--- config.mk ---
export PLATFORM = sky130hd
export DESIGN_NAME = exc_sched
export DESIGN_NICKNAME = d
export VERILOG_FILES = /design/src/rtl/exc_sched.sv
export SDC_FILE = /design/constraint.sdc
export NUM_CORES = 1
export LEC_CHECK = 0
export ABC_AREA = 1
export CORE_AREA = 2 2 129 131
export CTS_CLUSTER_SIZE = 25
export DETAILED_ROUTE_END_ITERATION = 10
export DIE_AREA = 0 0 131 133
export HOLD_SLACK_MARGIN = 0.02
export PLACE_DENSITY = 0.61
export SLEW_MARGIN = 20
export SYNTH_ARGS = -nofsm -noshare
export SYNTH_HDL_FRONTEND = slang
export SYNTH_SLANG_ARGS = --single-unit
--- constraint.sdc ---
create_clock -name clk -period 1.6 [get_ports clk]
set_input_delay 0.24 -clock clk [delete_from_list [all_inputs] [get_ports clk]]
set_output_delay 0.24 -clock clk [all_outputs]
set_load 0.02 [all_outputs]
--- src/rtl/exc_sched.sv ---
// Commit-point exception/interrupt sequencer: picks one prioritised event per
// commit, drives CP0 exception/ERET inputs, flush and fetch redirect.
module exc_sched #(
    parameter logic [31:0] EXC_VECTOR = 32'hBFC0_0380,
    parameter int          COUNT_DIV  = 2
) (
    input  logic        clk,
    input  logic        reset,
    input  logic [5:0]  ext_int,
    input  logic        commit_valid,
    input  logic [31:0] commit_pc,
    input  logic        commit_in_delay_slot,
    input  logic        commit_exc_valid,
    input  logic [4:0]  commit_exc_code,
    input  logic [31:0] commit_badvaddr,
    input  logic        commit_eret,
    input  logic        status_ie,
    input  logic        status_exl,
    input  logic        status_erl,
    input  logic [7:0]  status_im,
    input  logic [1:0]  cause_ip_sw,
    input  logic [31:0] epc,
    input  logic [31:0] count,
    input  logic [31:0] compare,
    input  logic        compare_we,
    output logic        count_tick,
    output logic [5:0]  hw_ip,
    output logic        exc_valid,
    output logic [4:0]  exc_code,
    output logic [31:0] exc_pc,
    output logic        exc_in_delay_slot,
    output logic [31:0] exc_badvaddr,
    output logic        eret_out,
    output logic        flush,
    output logic        redirect_valid,
    output logic [31:0] redirect_pc
);

    localparam int              DIV_W   = (COUNT_DIV > 1) ? $clog2(COUNT_DIV) : 1;
    localparam logic [DIV_W-1:0] DIV_MAX = DIV_W'(COUNT_DIV - 1);

    typedef enum logic {IDLE, TAKE} state_t;

    state_t      state_q, state_d;
    logic [DIV_W-1:0] div_cnt_q, div_cnt_d;
    logic        timer_pend_q, timer_pend_d;
    logic [5:0]  sync1_q, sync2_q, hw_ip_q, hw_ip_d;
    logic        exc_valid_q, exc_valid_d;
    logic [4:0]  exc_code_q, exc_code_d;
    logic [31:0] exc_pc_q, exc_pc_d;
    logic        exc_ds_q, exc_ds_d;
    logic [31:0] exc_bva_q, exc_bva_d;
    logic        eret_q, eret_d;
    logic        flush_q, flush_d;
    logic        redir_valid_q, redir_valid_d;
    logic [31:0] redir_pc_q, redir_pc_d;

    logic [7:0]  ip;
    logic        int_pend;
    logic        take_evt;
    logic        is_exc;

    always_comb begin
        div_cnt_d    = (div_cnt_q == DIV_MAX) ? '0 : div_cnt_q + DIV_W'(1);
        // Clear beats set when MTC0 Compare coincides with a match
        timer_pend_d = timer_pend_q;
        if (count == compare) timer_pend_d = 1'b1;
        if (compare_we)       timer_pend_d = 1'b0;
        hw_ip_d      = {sync2_q[5] | timer_pend_q, sync2_q[4:0]};

        ip       = {hw_ip_q, cause_ip_sw};
        int_pend = status_ie & ~status_exl & ~status_erl & (|(ip & status_im));
        take_evt = (state_q == IDLE) && commit_valid &&
                   (int_pend || commit_exc_valid || commit_eret);
        is_exc   = int_pend || commit_exc_valid;

        state_d       = IDLE;
        exc_valid_d   = 1'b0;
        exc_code_d    = '0;
        exc_pc_d      = '0;
        exc_ds_d      = 1'b0;
        exc_bva_d     = '0;
        eret_d        = 1'b0;
        flush_d       = 1'b0;
        redir_valid_d = 1'b0;
        redir_pc_d    = '0;

        // Interrupt outranks the synchronous exception, which outranks ERET
        if (take_evt) begin
            state_d       = TAKE;
            exc_valid_d   = is_exc;
            eret_d        = ~is_exc;
            exc_code_d    = (!int_pend && commit_exc_valid) ? commit_exc_code : 5'd0;
            exc_bva_d     = (!int_pend && commit_exc_valid) ? commit_badvaddr : 32'd0;
            exc_pc_d      = commit_pc;
            exc_ds_d      = commit_in_delay_slot;
            flush_d       = 1'b1;
            redir_valid_d = 1'b1;
            redir_pc_d    = is_exc ? EXC_VECTOR : epc;
        end
    end

    always_ff @(posedge clk) begin
        if (reset) begin
            state_q       <= IDLE;
            div_cnt_q     <= '0;
            timer_pend_q  <= 1'b0;
            sync1_q       <= '0;
            sync2_q       <= '0;
            hw_ip_q       <= '0;
            exc_valid_q   <= 1'b0;
            exc_code_q    <= '0;
            exc_pc_q      <= '0;
            exc_ds_q      <= 1'b0;
            exc_bva_q     <= '0;
            eret_q        <= 1'b0;
            flush_q       <= 1'b0;
            redir_valid_q <= 1'b0;
            redir_pc_q    <= '0;
        end else begin
            state_q       <= state_d;
            div_cnt_q     <= div_cnt_d;
            timer_pend_q  <= timer_pend_d;
            sync1_q       <= ext_int;
            sync2_q       <= sync1_q;
            hw_ip_q       <= hw_ip_d;
            exc_valid_q   <= exc_valid_d;
            exc_code_q    <= exc_code_d;
            exc_pc_q      <= exc_pc_d;
            exc_ds_q      <= exc_ds_d;
            exc_bva_q     <= exc_bva_d;
            eret_q        <= eret_d;
            flush_q       <= flush_d;
            redir_valid_q <= redir_valid_d;
            redir_pc_q    <= redir_pc_d;
        end
    end

    assign count_tick        = (div_cnt_q == DIV_MAX);
    assign hw_ip             = hw_ip_q;
    assign exc_valid         = exc_valid_q;
    assign exc_code          = exc_code_q;
    assign exc_pc            = exc_pc_q;
    assign exc_in_delay_slot = exc_ds_q;
    assign exc_badvaddr      = exc_bva_q;
    assign eret_out          = eret_q;
    assign flush             = flush_q;
    assign redirect_valid    = redir_valid_q;
    assign redirect_pc       = redir_pc_q;

endmodule

==> metrics.md <==
| Metric | Value |
|---|---|
| Synthesized net count | `696` |
| WL final | `12.96 mm` |
| Slowest cell delay on critical path | `0.62 ns` |
| Post-Synthesis Cells | `505` |
| Worst path top cell family by delay | `buffers and inverters` |
| Post-DRT Antenna Nets | `0` |
| Min-delay worst type | `in -> reg` |
| Core ar. | `16170 um2` |
| CTS HTree Levels | `4` |
| CTS Sinks | `125` |
| Switching pwr | `0.001724 W` |
| Sequential power share | `42.0%` |
| Worst skew pair latency | `0.41 ns` |
| Yosys cell types | `17` |
| Area contributors post-synth | `dfxtp_1 (61%), nor2_1 (13%), inv_1 (12%)` |
| Drt drc | `0` |
| Total number of vias | `3861` |
| Die area | `17420 um2` |
| Synth top cells by count | `nor2_1 (145), inv_1 (131), dfxtp_1 (125)` |
| Top Ports | `304` |
| GRT Util Overall | `14.70%` |
| Area delta synth->final | `96.20%` |
| Crit Path Class | `reg -> out` |
| Port Buffers | `303` |
| VDD IR-drop max | `0.6419 mV` |
| CP max stage cell | `clkdlybuf4s50_1` |
| ANT cells | `0` |
| CTS tree | `yes` |
| Post-CTS Hold Fix Bufs | `0` |
| Final Hold Slack | `0.3449 ns` |
| Overflow after GRT | `0` |
| Starting density of the core | `25.48%` |
| CP Cell Sequence | `clkdlybuf4s50_1` |
| Pwr Density | `955.8 nW/um2` |
| Fin. Hold Viols | `0` |
| Chip width | `131 um` |
| CP startpoint kind | `register` |
| Post-synth ARST share | `0%` |
| Setup violations, final | `0` |
| RSZ-0062 raised after global routing | `false` |
| Number of synthesized flops with an enable pin | `0` |
| Post-synthesis instance area | `4120 um2` |
| Pin slew with the least headroom to its limit | `0.2866 ns` |
| CP endpoint kind | `output port` |
| Clock network power share | `44.3%` |
| Status | `complete, no violations` |
| Yosys warnings | `0` |
| Initial antenna violation count | `0` |
| Rows | `47` |
| Area leader, netlist | `dfxtp_1` |
| Fin util | `49.99%` |
| Final Skew | `0.008429 ns` |
| Fin nets | `1014` |
| Max frequency | `642.6 MHz` |
| Number of global-route vias before repair | `3748` |
| Share of layout cells above drive strength 1 | `4.790%` |
| Wire per inst | `12.29 um` |
| #FFs+latches synth | `125` |
| Worst Path Required | `1.36 ns` |
| Leakage Power | `4.656 nW` |
| Clock Pin Slew Worst Setup and Hold Paths | `0.05 ns` |
| Die Y | `133 um` |
| Period utilisation layout | `97.26%` |
| Yosys top cell area share | `60.73%` |
| Clock buffer depth | `2` |
| Largest net degree at the start of global routing | `38` |
| Num CTS Buffers | `17` |
| Worst-path fanout max | `1` |
| Commonest register cell after synthesis | `dfxtp_1` |
| Worst EP arrival | `1.32 ns` |
| First DRT Iteration DRCs | `82` |
| Area post-placement | `7435 um2` |
| Most frequent cell after synthesis | `nor2_1` |
| Routability cong. | `0.7681` |
| Drt pass-1 iters | `4` |
| Vias/cell | `3.660` |
| Post-Layout Inst Area | `8084 um2` |
| First-pass GRT wire length | `19.06 mm` |
| Final min period | `1.556 ns` |
| Average size of a mapped cell | `8.159 um2` |
| Max_slew headroom | `80.86%` |
| CP Buf/Inv Count | `1` |
| Post-layout power | `0.007727 W` |
| Combinational share of power | `13.7%` |
| Slew Viols, Final | `0` |
| Max cap viols | `0` |
| Int Power | `0.006003 W` |
| Hpwl dp | `10.20 mm` |
| Root Buffer Master | `clkbuf_16` |
| TNS Setup | `0 ns` |
| Sw Share | `22.31%` |
| Seq/Total Area, Yosys | `60.73%` |
power groups by stage:
| stage | Combinational, W | Sequential [W] | Clock [W] |
|---|---|---|---|
| after floorplan | 0.000251 | 0.00343 | 0 |
| after global placement | 0.00107 | 0.00331 | 0 |
| after detailed placement | 0.00108 | 0.00332 | 0 |
| after CTS | 0.00107 | 0.00325 | 0.00354 |
| after global routing | 0.00115 | 0.00325 | 0.00370 |
| final | 0.00106 | 0.00325 | 0.00342 |
worst reg2reg max path, delay by kind of cell (launching register included):
| kind | cells | cell delay (ns) |
|---|---|---|
| AOI/OAI and AO/OA | 2 | 0.44 |
| DFF | 1 | 0.35 |
| and+or+nand+nor | 4 | 0.38 |
| buffers and inverters | 1 | 0.20 |
per-stage QoR:
| stage | cells | setup slack [ns] |
|---|---|---|
| 6_report | 1055 | 0.04379 |
| 5_1_grt | 1055 | 0.0001041 |
| 4_1_cts | 1053 | 0.0002898 |
| 3_5_place_dp | 1022 | -0.2369 |
| 3_3_place_gp | 1022 | -0.2019 |
| 2_1_floorplan | 505 | 0.1607 |
kinds of logic after synthesis:
family	count (synthesis)	share of synthesized area (%)
AO/OA/AOI/OAI	3	0.7288
flip-flops	125	60.73
buffers and inverters	144	13.97
AND/OR/NAND/NOR	210	19.68
XOR/XNOR	23	4.889
area by class of cell:
cell class              instances  area [um2]
fillers                      1546        8088
repair buffers                312        3239
flip-flops and latches        125        2502
multi-input cells             236        1042
clock buffers                  26       499.2
inverters                     131       491.7
well taps                     220       275.3
clock inverters                 5       33.78
metal layers:
metal / share of wire (%) / global-route usage (%) / vias to the layer above
met5: 0 / 0 / -
met4: 2.6 / 7.210 / 0
met3: 8.7 / 6.268 / 26
met2: 50 / 25.01 / 159
met1: 38 / 15.36 / 1643
li1: - / - / 2033
path summary, 6_finish.rpt:
path               startpoint           to  slack, ns  cells after the start
setup / recovery  exc_code[3]  exc_code[3]       0.04                      1
setup reg to reg     hw_ip[5]   exc_pc[23]       0.12                      7
hold reg to reg    sync1_q[5]   sync2_q[5]       0.40                      2
hold / removal     ext_int[1]   sync1_q[1]       0.34                      3
registers in the layout, summed over array words and instances, names as in the netlist, 5 cells and up:
register,flops
exc_badvaddr,32
exc_code,5
exc_pc,32
hw_ip,6
redirect_pc,32
sync1_q,6
sync2_q,6
cells in the final DEF (no fill, tap or decap):
cell             netlist  final
a21oi_1                1      1
buf_12                 0      3
buf_4                  1      6
clkbuf_1               7      5
clkbuf_16              0     17
clkbuf_8               0      4
clkdlybuf4s50_1        0    228
clkinv_2               0      2
clkinv_4               0      1
clkinvlp_4             0      2
dfxtp_1              125    125
dlygate4sd2_1          0     23
dlymetal6s2s_1         0     52
inv_1                131    131
nand2_1               58     58
nand2_2                1      1
nand3_2                1      1
nand4_1                3      3
nor2_1               145    145
nor3b_1                1      1
o21ai_2                1      1
o21ai_4                1      1
or2_2                  1      1
xnor2_1               23     23
repair_timing:
| item | CTS | global route |
|---|---|---|
| pin swaps | 0 | 1 |
| gates resized for setup | 23 | 52 |
| endpoints found under the setup margin | 23 | 54 |
| setup buffers | 0 | 2 |
Note: power is estimated with default switching activity, not from simulation.
